`config.mk`:
```
export PLATFORM = sky130hd
export DESIGN_NAME = inst_fetch_unit
export DESIGN_NICKNAME = d
export VERILOG_FILES = /design/src/rtl/inst_fetch_unit.sv
export SDC_FILE = /design/constraint.sdc
export NUM_CORES = 1
export LEC_CHECK = 0
export BUFFER_PORTS_ARGS = -buffer_cell sky130_fd_sc_hd__clkbuf_2
export CAP_MARGIN = 20
export CORE_MARGIN = 1.5
export CORE_UTILIZATION = 23
export DETAILED_ROUTE_END_ITERATION = 6
export GPL_TIMING_DRIVEN = 0
export SYNTH_ARGS = -nofsm -noshare
export SYNTH_HDL_FRONTEND = slang
export SYNTH_SLANG_ARGS = --single-unit
```
`constraint.sdc`:
```
create_clock -name clk -period 7.3 [get_ports clk]
set_clock_uncertainty 0.05 [all_clocks]
set_input_delay 1.095 -clock clk [delete_from_list [all_inputs] [get_ports clk]]
set_output_delay 1.095 -clock clk [all_outputs]
set_load 0.05 [all_outputs]
```
`src/rtl/inst_fetch_unit.sv`:
```
// Instruction fetch/sequencer: loadable program memory, pc and
// issue FSM, advanced by a free-running tick or a debounced button.
module inst_fetch_unit #(
  parameter int         ADDR_W          = 4,
  parameter int         DEBOUNCE_CYCLES = 500000,
  parameter int         RUN_DIV         = 50000000,
  parameter logic [5:0] HALT_OP         = 6'b111111
) (
  input  logic              clk,
  input  logic              rst,
  input  logic              run,
  input  logic              step_btn,
  input  logic              restart,
  input  logic              prog_we,
  input  logic [ADDR_W-1:0] prog_addr,
  input  logic [31:0]       prog_data,
  output logic [31:0]       inst,
  output logic              inst_valid,
  output logic [ADDR_W-1:0] pc,
  output logic              halted
);

  localparam int DEPTH = 2 ** ADDR_W;
  localparam int DB_W  = $clog2(DEBOUNCE_CYCLES);
  localparam int RUN_W = $clog2(RUN_DIV);
  localparam logic [DB_W-1:0]  DB_LAST  = DB_W'(DEBOUNCE_CYCLES - 1);
  localparam logic [RUN_W-1:0] RUN_LAST = RUN_W'(RUN_DIV - 1);

  typedef enum logic [1:0] {
    IDLE,
    FETCH,
    ISSUE,
    HALT
  } state_e;

  state_e            state_q;
  logic [31:0]       mem_q [DEPTH];
  logic [31:0]       rdata_q;
  logic [31:0]       inst_q;
  logic              valid_q;
  logic [ADDR_W-1:0] pc_q;
  logic [ADDR_W-1:0] pc_d;
  logic              halted_q;

  logic [RUN_W-1:0]  run_cnt_q;
  logic [1:0]        sync_q;
  logic              db_level_q;
  logic [DB_W-1:0]   db_cnt_q;

  logic              run_tick;
  logic              step_rise;
  logic              advance;
  logic              wr_ok;

  assign run_tick  = run && (run_cnt_q == RUN_LAST);
  assign step_rise = sync_q[1] && !db_level_q
                   && (db_cnt_q == DB_LAST);
  assign advance   = run ? run_tick : step_rise;
  assign pc_d      = pc_q + 1'b1;
  assign wr_ok     = restart || (state_q == IDLE)
                   || (state_q == HALT);

  // Run-mode divider: counts only while run is high, wraps on tick.
  always_ff @(posedge clk) begin
    if (rst || !run) begin
      run_cnt_q <= '0;
    end else if (run_cnt_q == RUN_LAST) begin
      run_cnt_q <= '0;
    end else begin
      run_cnt_q <= run_cnt_q + 1'b1;
    end
  end

  // Button synchroniser and stability counter for the debounced level.
  always_ff @(posedge clk) begin
    if (rst) begin
      sync_q     <= '0;
      db_level_q <= 1'b0;
      db_cnt_q   <= '0;
    end else begin
      sync_q <= {sync_q[0], step_btn};
      if (sync_q[1] == db_level_q) begin
        db_cnt_q <= '0;
      end else if (db_cnt_q == DB_LAST) begin
        db_level_q <= sync_q[1];
        db_cnt_q   <= '0;
      end else begin
        db_cnt_q <= db_cnt_q + 1'b1;
      end
    end
  end

  // Program memory writes, blocked while an issue is in flight.
  always_ff @(posedge clk) begin
    if (prog_we && wr_ok) begin
      mem_q[prog_addr] <= prog_data;
    end
  end

  // Sequencer FSM with registered outputs.
  always_ff @(posedge clk) begin
    if (rst) begin
      state_q  <= IDLE;
      rdata_q  <= '0;
      inst_q   <= '0;
      valid_q  <= 1'b0;
      pc_q     <= '0;
      halted_q <= 1'b0;
    end else if (restart) begin
      state_q  <= IDLE;
      valid_q  <= 1'b0;
      pc_q     <= '0;
      halted_q <= 1'b0;
    end else begin
      valid_q <= 1'b0;
      case (state_q)
        IDLE: begin
          if (advance) state_q <= FETCH;
        end
        FETCH: begin
          rdata_q <= mem_q[pc_q];
          state_q <= ISSUE;
        end
        ISSUE: begin
          if (rdata_q[31:26] == HALT_OP) begin
            halted_q <= 1'b1;
            state_q  <= HALT;
          end else begin
            inst_q  <= rdata_q;
            valid_q <= 1'b1;
            pc_q    <= pc_d;
            state_q <= IDLE;
          end
        end
        HALT: begin
          state_q <= HALT;
        end
        default: state_q <= IDLE;
      endcase
    end
  end

  assign inst       = inst_q;
  assign inst_valid = valid_q;
  assign pc         = pc_q;
  assign halted     = halted_q;

endmodule

```
==> key figures <==
Cells and area
  – Share of layout cells above drive strength 1: 0.2748
  – Antenna cells: 0
  – Util after Layout: 0.2765
  – Area Overhead vs Synth: 19.14%
  – Nets@finish: around 1.6k

Worst setup path
  – RR Startpoint: rdata_q[31]
  – Crit path DAT: 3.71 ns
  – Crit. End Element: flip-flop
  – Worst Setup SP: restart
  – Setup CP Type: primary input to flip-flop
  – CP Launch Type: primary input
  – Critical path destination: rdata_q[19]
  – RR Endpoint: inst[7]
  – Critical Path Fanout Max: 10
  – R2R setup slack: 4.15 ns
  – Worst-case reg-to-reg path depth: 5
  – Data required, critical path: 7.81 ns

Synthesis
  – Synth area leader: edfxtp_1
  – Post-synth net total: 1381
  – Primary FF master, synth: edfxtp_1
  – Post-synth top area share: 0.6392
  – Post-synth EDFFs: 512
  – Post-Synthesis Cells: 1335
  – Yosys warning count: 0
  – Syn Area/Cell: 18.02 um^2
  – Largest cells by area after synthesis: edfxtp_1 64%, mux4_2 12%, dfxtp_1 10%, mux2_2 3.0%, nand2_1 2.3%
  – Yosys cell types: 48
  – Register area share after synthesis: 0.7391
  – Yosys reg bits: 632
  – Asr flop ratio synth: 0
  – Synthesized cell area: 24050 um^2

Route
  – M1 WL: 29270 um
  – DRT Wirelength: 63290 um
  – Vias: 13.16k
  – First drt pass iteration count: 7
  – WL/cell: 21.60 um
  – Vias per std cell: 4.491
  – Highest routed layer: met5
  – Final ANT Viol Nets: 0
  – Routed wl met3: 5334 um
  – DR iter-0 viols: 1559
  – DR WL met2: 27750 um
  – Drc violations: 0

Die
  – FP Rows: 118
  – Die Wd: 326.4 um
  – Initial Util: 0.2321
  – Die ar.: roughly 110000 um^2
  – I/O pins: 80
  – Core Box Area: 103600 um^2
  – Die Y: 326.4 um

Clocking
  – CTS resizes: 0
  – Worst-case clock buffer depth: 3
  – CTS tree: yes
  – Post-CTS Hold Buffers: 0
  – Clock latency on the worst-skew pair: 0.63 ns
  – CTS Root Cell: clkbuf_16
  – Register clock-pin slew on the reported worst setup and hold paths: roughly 0.06 ns
  – Clock H-tree levels: 2
  – Post-CTS setup buffers: 0
  – Cts bufs inserted: 56
  – Clock sinks: 632

Timing
  – Slew headroom: 0.2590
  – Setup violators final: 0
  – Final Cycle Share: 0.4382
  – Hold_ws: 0.4048 ns
  – RSZ-0062 raised after global routing: no
  – Final hold violations: 0
  – Tmin final: 3.199 ns
  – Fmax: 0.3126 GHz
  – Worst-margin pin slew: 1.110 ns
  – Fin Setup TNS: 0 ns
  – Slew Limit Fails: 0

GRT
  – Total gr overflow: 0
  – Vias in the first global route: approximately 13k
  – First-pass GRT wire length: a little over 90000 um
  – GRT Util Overall: 0.1164
  – Initial antenna violation count: 7
  – Largest net degree at the start of global routing: 22

Power and ir drop
  – VDD IR-drop max: around 0.17 mV
  – Power Dens Cells: 247.7 nW/um^2
  – Static Leak: 0.008736 uW

Hold path
  – Min-Delay Path Class: flip-flop to flip-flop

Job
  – Total of max-cap violations: 0

Place
  – DPL Wire Length: just over 40000 um
  – Port Buf Inserts: approximately 80
  – Final GP Congestion: 0.7398

Run status
  – Status: finished, final reports clean
stage by stage:
stage,total power [uW],cell area (um^2),worst slack [ns],instances
after floorplan,4052,24050,2.876,1335
after global placement,4123,26170,-0.7040,2794
after detailed placement,4141,26760,3.463,2825
after CTS,7149,28640,4.106,2929
after global routing,7285,28660,4.038,2930
final,7099,28660,4.101,2930
cell usage after synthesis (all sizes together), types with 16 or more instances:
cell type,count
a21oi,48
clkbuf,49
nor2,54
mux2,64
xor2,17
a22oi,32
mux4,128
dfxtp,120
nand4,17
edfxtp,512
nand2,145
buf,16
metal layers:
layer / up-vias / track usage
li1: 5628 / -
met1: 6947 / 0.1734
met2: 497 / 0.1746
met3: 78 / 0.02544
met4: 8 / 0.02073
met5: - / 0
registers in the layout (all words and copies together) (netlist names):
signal      flops
halted          1
rdata_q        32
db_cnt_q       19
db_level_q      1
mem_q         512
sync_q          2
state_q         2
run_cnt_q      26
inst_valid      1
pc              4
inst           32
layout by cell type (no fill, tap or decap), drive strengths merged, types with 10 or more instances in the layout:
| cell | instances |
|---|---|
| edfxtp | 512 |
| xnor2 | 13 |
| nand2 | 145 |
| xor2 | 17 |
| inv | 10 |
| a22oi | 32 |
| mux4 | 128 |
| nor3 | 14 |
| dfxtp | 120 |
| a21oi | 48 |
| clkbuf | 208 |
| mux2 | 64 |
| nand3 | 15 |
| clkinv | 15 |
| or4 | 10 |
| o21ai | 10 |
| buf | 48 |
| nor2 | 54 |
| nand4 | 17 |
cells by family (layout without fill, tap and decap cells):
kind of cell    after synthesis  in the layout  share of synthesized area
flops                       632            632                     0.7391
simple gates                293            293                    0.05644
mux                         193            193                     0.1502
compound gates              109            109                    0.02892
buf+inv                      74            289                    0.01228
xor+xnor                     30             30                    0.01092
fa+ha+maj                     4              4                   0.002081
worst min-delay path by stage:
stage | end | from | slack, ns | cells after the start
4_1_cts | inst[21] | inst[21] | 0.41 | 2
3_3_place_gp | inst[2] | rdata_q[2] | 0.40 | 2
2_1_floorplan | sync_q[1] | sync_q[0] | 0.36 | 1
5_1_grt | inst[21] | inst[21] | 0.43 | 2
6_report | inst[21] | inst[21] | 0.40 | 2
3_5_place_dp | sync_q[1] | sync_q[0] | 0.39 | 1
where the power goes:
group / total, uW / internal [uW] / switching (uW) / leakage (uW)
clock: 3040 / 1690 / 1340 / 0.000915
combinational: 128 / 31.8 / 96.6 / 0.00223
sequential: 3930 / 3930 / 7.59 / 0.00559
critical path, stage by stage:
cell	delay, ns
clkbuf_2	0.14
or2_2	0.30
clkbuf_1	0.19
nor3_1	0.85
clkbuf_1	0.83
a22oi_1	0.16
nand2_1	0.11
layout make-up:
type	instances	area [um^2]
Buffer	65	261.5
Clock inverter	24	295.3
Inverter	9	33.78
Clock buffer	80	1582
Timing Repair Buffer	111	885.9
Multi-Input combinational cell	629	6095
Sequential cell	632	17780
Tap cell	1380	1727
Fill cell	10354	74990
Note: power is estimated with default switching activity, not from simulation.
